==> src/rtl/game_sequencer_pkg.sv <==
// Shared types for the match sequencer: FSM states, mode codes and score width.
// The video encoder decodes the same mode codes.
package game_pkg;

  localparam int unsigned SCORE_W = 6;

  typedef logic [SCORE_W-1:0] score_t;

  typedef enum logic [2:0] {
    ST_IDLE  = 3'd0,
    ST_SERVE = 3'd1,
    ST_PLAY  = 3'd2,
    ST_POINT = 3'd3,
    ST_OVER  = 3'd4
  } state_t;

  localparam logic [1:0] MODE_TENNIS   = 2'b00;
  localparam logic [1:0] MODE_FOOTBALL = 2'b01;
  localparam logic [1:0] MODE_SQUASH   = 2'b10;
  localparam logic [1:0] MODE_PRACTICE = 2'b11;

  // Scores stop at the all-ones value instead of wrapping.
  function automatic score_t sat_inc(input score_t s);
    return (s == '1) ? s : s + score_t'(1);
  endfunction

endpackage

==> src/rtl/game_sequencer_if.sv <==
// Signal bundle between the match sequencer and its surroundings
// (frame timing, buttons, goal-line misses in; encoder/physics controls out).
interface game_sequencer_if;
  import game_pkg::*;

  logic       frame_tick;
  logic       start;
  logic [1:0] mode_sel;
  logic       bat_sel;
  logic       miss_left;
  logic       miss_right;
  logic [1:0] mode;
  logic       bat_size;
  score_t     p1_score;
  score_t     p2_score;
  logic       ball_en;
  logic       ball_load;
  logic       serve_dir;
  logic       game_over;

  modport master (
    output frame_tick, start, mode_sel, bat_sel, miss_left, miss_right,
    input  mode, bat_size, p1_score, p2_score, ball_en, ball_load, serve_dir, game_over
  );

  modport slave (
    input  frame_tick, start, mode_sel, bat_sel, miss_left, miss_right,
    output mode, bat_size, p1_score, p2_score, ball_en, ball_load, serve_dir, game_over
  );
endinterface

==> src/rtl/game_sequencer_frame_timer.sv <==
// 8-bit frame_tick counter with synchronous clear; done pulses on the tick
// that brings the count to term_i.
module frame_timer (
  input  logic       clk,
  input  logic       rst_n,
  input  logic       clr_i,
  input  logic       en_i,
  input  logic       tick_i,
  input  logic [7:0] term_i,
  output logic       done_o
);
  logic [7:0] cnt_q, cnt_d;

  assign done_o = en_i && tick_i && (({1'b0, cnt_q} + 9'd1) == {1'b0, term_i});

  always_comb begin
    cnt_d = cnt_q;
    if (clr_i) begin
      cnt_d = '0;
    end else if (en_i && tick_i) begin
      cnt_d = cnt_q + 8'd1;
    end
  end

  always_ff @(posedge clk) begin
    if (!rst_n) begin
      cnt_q <= '0;
    end else begin
      cnt_q <= cnt_d;
    end
  end
endmodule

==> src/rtl/game_sequencer.sv <==
// Match-level controller: latches mode/bat size in IDLE, runs the
// serve/play/point/game-over flow, keeps both scores and gates ball motion.
module game_sequencer
  import game_pkg::*;
#(
  parameter int unsigned WIN_SCORE    = 9,
  parameter int unsigned SERVE_FRAMES = 60,
  parameter int unsigned POINT_FRAMES = 90
) (
  input  logic              clk,
  input  logic              rst_n,
  game_sequencer_if.slave   bus
);
  state_t     state_q, state_d;
  logic       entry_q, entry_d;
  logic [1:0] mode_q, mode_d;
  logic       bat_q, bat_d;
  score_t     p1_q, p1_d, p2_q, p2_d;
  logic       ball_en_q, ball_en_d;
  logic       ball_load_q, ball_load_d;
  logic       serve_dir_q, serve_dir_d;
  logic       game_over_q, game_over_d;

  logic       tmr_en, tmr_clr, tmr_done, win;
  logic [7:0] tmr_term;

  // entry_q masks the first cycle of a state so a tick there is not counted
  assign tmr_en   = ((state_q == ST_SERVE) || (state_q == ST_POINT)) && !entry_q;
  assign tmr_term = (state_q == ST_SERVE) ? 8'(SERVE_FRAMES) : 8'(POINT_FRAMES);
  assign tmr_clr  = (state_d != state_q);
  assign win      = (32'(p1_q) >= WIN_SCORE) || (32'(p2_q) >= WIN_SCORE);

  frame_timer u_timer (
    .clk    (clk),
    .rst_n  (rst_n),
    .clr_i  (tmr_clr),
    .en_i   (tmr_en),
    .tick_i (bus.frame_tick),
    .term_i (tmr_term),
    .done_o (tmr_done)
  );

  always_comb begin
    state_d     = state_q;
    mode_d      = mode_q;
    bat_d       = bat_q;
    p1_d        = p1_q;
    p2_d        = p2_q;
    serve_dir_d = serve_dir_q;
    case (state_q)
      ST_IDLE: begin
        if (bus.frame_tick) begin
          mode_d = bus.mode_sel;
          bat_d  = bus.bat_sel;
        end
        if (bus.start) begin
          state_d     = ST_SERVE;
          p1_d        = '0;
          p2_d        = '0;
          serve_dir_d = 1'b1;
        end
      end
      ST_SERVE: if (tmr_done) state_d = ST_PLAY;
      ST_PLAY: begin
        if (bus.miss_left) begin
          state_d     = ST_POINT;
          serve_dir_d = 1'b1;
          if (mode_q == MODE_PRACTICE) p1_d = sat_inc(p1_q);
          else                         p2_d = sat_inc(p2_q);
        end else if (bus.miss_right &&
                     ((mode_q == MODE_TENNIS) || (mode_q == MODE_FOOTBALL))) begin
          state_d     = ST_POINT;
          serve_dir_d = 1'b0;
          p1_d        = sat_inc(p1_q);
        end
      end
      ST_POINT: if (tmr_done) state_d = win ? ST_OVER : ST_SERVE;
      ST_OVER:  if (bus.start) state_d = ST_IDLE;
      default:  state_d = ST_IDLE;
    endcase
    entry_d     = (state_d != state_q);
    ball_en_d   = (state_d == ST_PLAY);
    ball_load_d = (state_d == ST_SERVE) && (state_q != ST_SERVE);
    game_over_d = (state_d == ST_OVER);
  end

  always_ff @(posedge clk) begin
    if (!rst_n) begin
      state_q     <= ST_IDLE;
      entry_q     <= 1'b0;
      mode_q      <= MODE_TENNIS;
      bat_q       <= 1'b0;
      p1_q        <= '0;
      p2_q        <= '0;
      ball_en_q   <= 1'b0;
      ball_load_q <= 1'b0;
      serve_dir_q <= 1'b1;
      game_over_q <= 1'b0;
    end else begin
      state_q     <= state_d;
      entry_q     <= entry_d;
      mode_q      <= mode_d;
      bat_q       <= bat_d;
      p1_q        <= p1_d;
      p2_q        <= p2_d;
      ball_en_q   <= ball_en_d;
      ball_load_q <= ball_load_d;
      serve_dir_q <= serve_dir_d;
      game_over_q <= game_over_d;
    end
  end

  assign bus.mode      = mode_q;
  assign bus.bat_size  = bat_q;
  assign bus.p1_score  = p1_q;
  assign bus.p2_score  = p2_q;
  assign bus.ball_en   = ball_en_q;
  assign bus.ball_load = ball_load_q;
  assign bus.serve_dir = serve_dir_q;
  assign bus.game_over = game_over_q;
endmodule

==> src/flat_wrapper.sv <==
// flat-port wrapper written by rule: the top's interface ports become plain ports
module game_sequencer_flat import game_pkg::*;
#(
  parameter int unsigned WIN_SCORE    = 9,
  parameter int unsigned SERVE_FRAMES = 60,
  parameter int unsigned POINT_FRAMES = 90
)
  (clk, rst_n, bus_frame_tick, bus_start, bus_mode_sel, bus_bat_sel, bus_miss_left, bus_miss_right, bus_mode, bus_bat_size, bus_p1_score, bus_p2_score, bus_ball_en, bus_ball_load, bus_serve_dir, bus_game_over);
  game_sequencer_if bus_i ();
  input  logic clk;
  input  logic rst_n;
  input wire logic [$bits(bus_i.frame_tick)-1:0] bus_frame_tick;
  input wire logic [$bits(bus_i.start)-1:0] bus_start;
  input wire logic [$bits(bus_i.mode_sel)-1:0] bus_mode_sel;
  input wire logic [$bits(bus_i.bat_sel)-1:0] bus_bat_sel;
  input wire logic [$bits(bus_i.miss_left)-1:0] bus_miss_left;
  input wire logic [$bits(bus_i.miss_right)-1:0] bus_miss_right;
  output wire logic [$bits(bus_i.mode)-1:0] bus_mode;
  output wire logic [$bits(bus_i.bat_size)-1:0] bus_bat_size;
  output wire logic [$bits(bus_i.p1_score)-1:0] bus_p1_score;
  output wire logic [$bits(bus_i.p2_score)-1:0] bus_p2_score;
  output wire logic [$bits(bus_i.ball_en)-1:0] bus_ball_en;
  output wire logic [$bits(bus_i.ball_load)-1:0] bus_ball_load;
  output wire logic [$bits(bus_i.serve_dir)-1:0] bus_serve_dir;
  output wire logic [$bits(bus_i.game_over)-1:0] bus_game_over;
  assign bus_i.frame_tick = bus_frame_tick;
  assign bus_i.start = bus_start;
  assign bus_i.mode_sel = bus_mode_sel;
  assign bus_i.bat_sel = bus_bat_sel;
  assign bus_i.miss_left = bus_miss_left;
  assign bus_i.miss_right = bus_miss_right;
  assign bus_mode = bus_i.mode;
  assign bus_bat_size = bus_i.bat_size;
  assign bus_p1_score = bus_i.p1_score;
  assign bus_p2_score = bus_i.p2_score;
  assign bus_ball_en = bus_i.ball_en;
  assign bus_ball_load = bus_i.ball_load;
  assign bus_serve_dir = bus_i.serve_dir;
  assign bus_game_over = bus_i.game_over;
  game_sequencer #(.WIN_SCORE(WIN_SCORE), .SERVE_FRAMES(SERVE_FRAMES), .POINT_FRAMES(POINT_FRAMES)) u_core (.clk(clk), .rst_n(rst_n), .bus(bus_i));
endmodule
==> config.mk <==
export PLATFORM = sky130hd
export DESIGN_NAME = game_sequencer_flat
export DESIGN_NICKNAME = d
export VERILOG_FILES = /design/src/rtl/game_sequencer_pkg.sv /design/src/rtl/game_sequencer_if.sv /design/src/rtl/game_sequencer_frame_timer.sv /design/src/rtl/game_sequencer.sv /design/src/flat_wrapper.sv
export SDC_FILE = /design/constraint.sdc
export NUM_CORES = 1
export LEC_CHECK = 0
export CAP_MARGIN = 20
export CORE_UTILIZATION = 57
export DETAILED_ROUTE_END_ITERATION = 8
export HOLD_SLACK_MARGIN = 0.1
export PLACE_DENSITY_LB_ADDON = 0.2
export SLEW_MARGIN = 20
export SYNTH_ARGS = -nofsm -noshare
export SYNTH_HDL_FRONTEND = slang
export SYNTH_SLANG_ARGS = --single-unit
==> constraint.sdc <==
create_clock -name clk -period 5.8 [get_ports clk]
set_clock_uncertainty 0.15 [all_clocks]
set_input_delay 1.16 -clock clk [delete_from_list [all_inputs] [get_ports clk]]
set_output_delay 1.16 -clock clk [all_outputs]
set_load 0.01 [all_outputs]
==> flow_summary.json, run 1 <==
{
  "fmax_mhz": 320,
  "place_inst": 274,
  "synth.top_cell.area_share": 0.343,
  "power_density_mw_per_mm2": 181,
  "worst-slew-pin-transition_ps": 685,
  "post-place-ws_ps": 2310,
  "post-route-drc-count": 0,
  "ir_drop_mv": 0.124,
  "slew_violations": 0,
  "dieArea_sq_mm": 0.00341,
  "cpLargestDelayFamily": "simple AND/OR/NAND/NOR gates",
  "timing.max_cap.violations": 0,
  "pin_count_of_the_biggest_net_entering_global_routing": 24,
  "post_cts_sizing": 0,
  "grt_first_pass_wirelength_um": 6750,
  "static-leakage-power_nw": 0.761,
  "buffer_ports.inserted": 27,
  "netlist_top_cells_count": "dfxtp_1, nor2_1, nand2_1, xor2_1, nor2b_1",
  "core_sq_mm": 0.00303,
  "synth.top_cells.by_area": "dfxtp_1, nor2_1, xor2_1, nand2_1, ha_1",
  "tritoncts.num_buffers": 5,
  "postSynth.asyncResetShare": 0,
  "cts_sinks": 31,
  "grt_setup_unrepaired": "false",
  "final_net_count": 253,
  "synth_seq_area_share": 0.343,
  "cts_setup_buffers": 0,
  "floorplan.rows": 20,
  "synthDistinctLibCells": 52,
  "detail_route.vias_per_cell": 5.65,
  "fin_hold_ws_ps": 381,
  "critical_path_arrival_ps": 3270,
  "worst-path-buf-inv": 1,
  "cp_max_fo": 10,
  "fin_cells": 281,
  "grt_pass1_vias": 1499,
  "synthToLayoutAreaGrowth_pct": 18.3,
  "critPathMaxStageDelay_ps": 480,
  "grtUsageTotal": 0.265,
  "critical_path.endpoint_type": "flop",
  "critical_path.cell_chain": "clkdlybuf4s50_1 -> and4bb_2 -> nand2_1 -> a221oi_4 -> nor4b_4 -> o32a_1 -> and2_1",
  "setup_tns_ps": 0,
  "r2r_setup_slack_ps": 3130,
  "ys_dominant_reg_cell": "dfxtp_1",
  "gp_routability_congestion": 0.847,
  "antenna_diode_count": 0,
  "cpMaxStageDelayCell": "clkdlybuf4s50_1",
  "min_path_type": "flop to flop",
  "die_wd_um": 58.4,
  "top_level_ports": 28,
  "netlist_instances": 213,
  "status": "finished, final reports clean",
  "detailroute.via_count": 1588,
  "post-route-period-util": 0.539,
  "netlist.top_cell.by_area": "dfxtp_1",
  "ant_nets": 0,
  "report.final.hold_viol_count": 0,
  "grt.overflow.total": 0,
  "path_clk_slew_ps": 100,
  "layout.filler_cells": 250,
  "postCtsHoldBufs": 0,
  "setup_viol_count_final": 0,
  "drive_gt1_frac": 0.0928,
  "wl_per_cell_um": 14.6,
  "tritoncts_clock_tree": "yes",
  "initial_core_util": 0.598,
  "timing.critical_path.required_ps": 5950,
  "antenna_found_initial": 0,
  "relSlewSlack": 0.542,
  "synthesis.area_sq_mm": 0.00181,
  "number_of_warnings_printed_during_yosys_synthesis": 0,
  "final_wirelength_um": 4090,
  "yosys.cell_count.top_type": "dfxtp_1",
  "post-route-worst-setup-slack_ps": 2670,
  "clkLatencyLatePin_ps": 350,
  "timing.setup.critical_path_class": "primary input to flop",
  "clock_tree_root": "clkbuf_4",
  "start_kind": "primary input",
  "clock_tree.buffer_depth": 2,
  "drt-pass1-iter-count": 4,
  "post-dp-hpwl_um": 2990,
  "fp.dieH_um": 58.4,
  "period_needed_ps": 3130,
  "postSynthRegisterBits": 31,
  "synth.net_count": 229,
  "syn-mean-instance-area_sq_um": 8.50,
  "initialDrtViolationCount": 62,
  "synth_enable_flop_cells": 0,
  "cts-htree-levels": 2
}
-- layer usage --
| metal | track usage | wire [um] | up-vias |
|---|---|---|---|
| li1 | - | - | 792 |
| met1 | 0.334 | 1850 | 755 |
| met2 | 0.445 | 1990 | 36 |
| met3 | 0.0681 | 189 | 5 |
| met4 | 0.0884 | 57 | 0 |
| met5 | 0 | 0 | - |
-- area by class of cell --
type | instances | area (sq um) | share of cell area
clock buffers | 6 | 51.3 | 0.0239
clock inverters | 1 | 5.00 | 0.00234
inverters | 9 | 33.8 | 0.0158
multi-input cells | 163 | 1110 | 0.516
flip-flops and latches | 31 | 621 | 0.290
well taps | 44 | 55.1 | 0.0257
repair buffers | 27 | 270 | 0.126
-- state kept, by name, summed over array words and instances, names as in the netlist --
name	count
u_core.bus.ball_load	1
u_core.bus.bat_size	1
u_core.bus.serve_dir	1
u_core.bus.p2_score	6
u_core.bus.mode	2
u_core.u_timer.cnt_q	8
u_core.state_q	3
u_core.bus.ball_en	1
u_core.bus.game_over	1
u_core.entry_q	1
u_core.bus.p1_score	6
-- cell usage in the layout, fill, tap and decap left out, drive strengths merged, types with 3 or more instances in the layout --
cell / synthesis / final
clkbuf: 4 / 6
xnor2: 5 / 5
ha: 7 / 7
nand4: 8 / 8
nand2: 26 / 26
nor3: 5 / 5
mux2i: 3 / 3
and3: 4 / 4
o21ai: 4 / 4
inv: 9 / 9
nor2b: 10 / 10
xor2: 11 / 11
nor2: 29 / 29
clkdlybuf4s50: 0 / 27
nand3: 5 / 5
nor3b: 3 / 3
dfxtp: 31 / 31
a21oi: 7 / 7
-- path summary, 6_finish.rpt --
kind	start	endpoint	cells past startpoint
min reg2reg	u_core.bus.bat_size	u_core.bus.bat_size	2
max reg2reg	u_core.state_q[1]	u_core.bus.p1_score[5]	6
max	bus_frame_tick	u_core.entry_q	7
min	u_core.bus.bat_size	u_core.bus.bat_size	2
-- logic make-up after synthesis --
logic type | count (synthesis) | synth area share
buf+inv | 19 | 0.0463
flops | 31 | 0.343
compound gates | 30 | 0.137
xor+xnor | 16 | 0.0774
simple gates | 106 | 0.325
fa+ha+maj | 7 | 0.0484
mux | 4 | 0.0228
-- worst min-delay path: stages (launching register included) --
cell and delay, ps:
dfxtp_1 340, mux2i_1 70, nor2b_1 100
-- metrics by stage --
| step | instance area (sq um) | util | power (W) |
|---|---|---|---|
| after floorplan | 1810 | - | 0.000244 |
| after global placement | 2090 | 0.689 | 0.000255 |
| after detailed placement | 2090 | 0.689 | 0.000257 |
| after CTS | 2140 | 0.707 | 0.000388 |
| after global routing | 2140 | 0.707 | 0.000400 |
| final | 2140 | 0.707 | 0.000388 |
-- where the power goes --
part | internal, W | switching [W] | total [W]
logic | 0.0000156 | 0.0000174 | 0.0000330
clock network | 0.0000561 | 0.0000804 | 0.000136
registers | 0.000216 | 0.00000325 | 0.000219
Note: power is estimated with default switching activity, not from simulation.
==> run 2: changes to the inputs <==
- CORE_UTILIZATION: 57 -> 48
- clock period: 5.8 -> 2.56 ns (I/O delays scaled with it)
==> run 2 against run 1 <==
Core utilization shrank 5.0 points. Non-clock buffer count grew 14. First-iteration DRC count grew to 2.8 times the previous value. Largest cell class unchanged.
==> flow_summary.json, run 2 (synthesis results as in run 1) <==
{
  "status": "finished, final reports clean",
  "slew_violations": 0,
  "grt.overflow.total": 0,
  "static-leakage-power_nw": 0.847,
  "fin_hold_ws_ps": 373,
  "grt_first_pass_wirelength_um": 6700,
  "post-place-ws_ps": 81.7,
  "buffer_ports.inserted": 27,
  "final_common_cell": "dfxtp_1",
  "ant_nets": 0,
  "floorplan.rows": 21,
  "post-route-worst-setup-slack_ps": 188,
  "largest_register_ff_count": 8,
  "detail_route.vias_per_cell": 5.41,
  "post-dp-hpwl_um": 2890,
  "drive_gt1_frac": 0.143,
  "p_int_w": 0.000743,
  "setup_tns_ps": 0,
  "clock_tree.buffer_depth": 2,
  "grt.met2_usage": 0.295,
  "grtUsageTotal": 0.218,
  "grt_setup_unrepaired": "false",
  "post-route-drc-count": 0,
  "relSlewSlack": 0.605,
  "dieArea_sq_mm": 0.00402,
  "ir_drop_mv": 0.263,
  "most_flop_heavy_register": "u_core.u_timer.cnt_q",
  "timing.max_cap.violations": 0,
  "timing.critical_path.required_ps": 2620,
  "drt-pass1-iter-count": 4,
  "synthToLayoutAreaGrowth_pct": 26.0,
  "timing.setup.critical_path_class": "flop to flop",
  "final_net_count": 267,
  "clock_tree_root": "clkbuf_8",
  "global_route_hottest_layer": "met1",
  "setup_viol_count_final": 0,
  "period_needed_ps": 2370,
  "power.clock.fraction": 0.404,
  "pin_count_of_the_biggest_net_entering_global_routing": 21,
  "layout.core_utilization": 0.658,
  "comb_power_share": 0.088,
  "cp_max_fo": 5,
  "fmax_mhz": 422,
  "grt_pass1_vias": 1424,
  "report.final.hold_viol_count": 0,
  "critical_path.endpoint_type": "flop",
  "critical_path_arrival_ps": 2430,
  "core_sq_mm": 0.00347,
  "cts-htree-levels": 2,
  "min_path_type": "flop to flop",
  "power_switching_share": 0.239,
  "wl_per_cell_um": 13.6,
  "clkLatencyLatePin_ps": 280,
  "post-route-period-util": 0.927,
  "power.switching_w": 0.000233,
  "power_density_mw_per_mm2": 428,
  "path_clk_slew_ps": 70,
  "initialDrtViolationCount": 171,
  "detailroute.via_count": 1608,
  "antenna_diode_count": 0,
  "cts_sinks": 31,
  "start_kind": "flop",
  "postCtsHoldBufs": 0,
  "initial_core_util": 0.522,
  "die_wd_um": 63.4,
  "final_wirelength_um": 4030,
  "grtUsageMet1": 0.323,
  "antenna_found_initial": 0,
  "tritoncts_clock_tree": "yes",
  "finalPower_w": 0.000976,
  "globalRouteMet3Util": 0.0489,
  "fp.dieH_um": 63.4,
  "seq_power_share": 0.508,
  "worst-slew-pin-transition_ps": 588,
  "gp_routability_congestion": 0.843,
  "top_level_ports": 28,
  "final_cell_mix": "dfxtp_1, nor2_1, clkdlybuf4s50_1, nand2_1, buf_4",
  "cts_setup_buffers": 0,
  "post_cts_sizing": 0,
  "tritoncts.num_buffers": 5
}
[run 2: power groups by stage]
stage / sequential [W] / combinational (W) / clock, W
floorplan: 0.000505 / 0.0000473 / 0
global route: 0.000497 / 0.0000935 / 0.000418
finish: 0.000496 / 0.0000860 / 0.000394
CTS: 0.000496 / 0.0000859 / 0.000399
detailed placement: 0.000507 / 0.0000850 / 0
global placement: 0.000507 / 0.0000845 / 0
[run 2: cell type report]
cell class,instances,area [sq um]
Timing Repair Buffer,41,375
Tap cell,46,57.6
Clock buffer,6,82.6
Fill cell,304,1190
Inverter,9,33.8
Multi-Input combinational cell,163,1110
Sequential cell,31,621
Clock inverter,1,5.00
[run 2: final timing paths]
path / slack, ps / startpoint / cells past startpoint / endpoint
setup / recovery: 190 / u_core.bus.p2_score[1] / 8 / u_core.u_timer.cnt_q[1]
hold / removal: 370 / u_core.bus.bat_size / 2 / u_core.bus.bat_size
setup reg to reg: 190 / u_core.bus.p2_score[1] / 8 / u_core.u_timer.cnt_q[1]
hold reg to reg: 370 / u_core.bus.bat_size / 2 / u_core.bus.bat_size
[run 2: layer usage]
metal / wire length (um) / vias up
met3: 234 / 8
li1: - / 816
met5: 0 / -
met1: 2080 / 739
met2: 1650 / 45
met4: 67 / 0
[run 2: critical path, cell delays in order (launching register included)]
cell and delay, ps:
dfxtp_1 370, inv_1 90, ha_1 190, or3b_2 470
a221oi_1 360, or4_1 200, nor2_1 70, buf_4 150
nor4b_2 240
[run 2: metrics by stage]
step	cell area, sq um	cells
floorplan	1810	213
finish	2280	297
global route	2280	297
global placement	2190	290
CTS	2280	297
detailed placement	2190	290
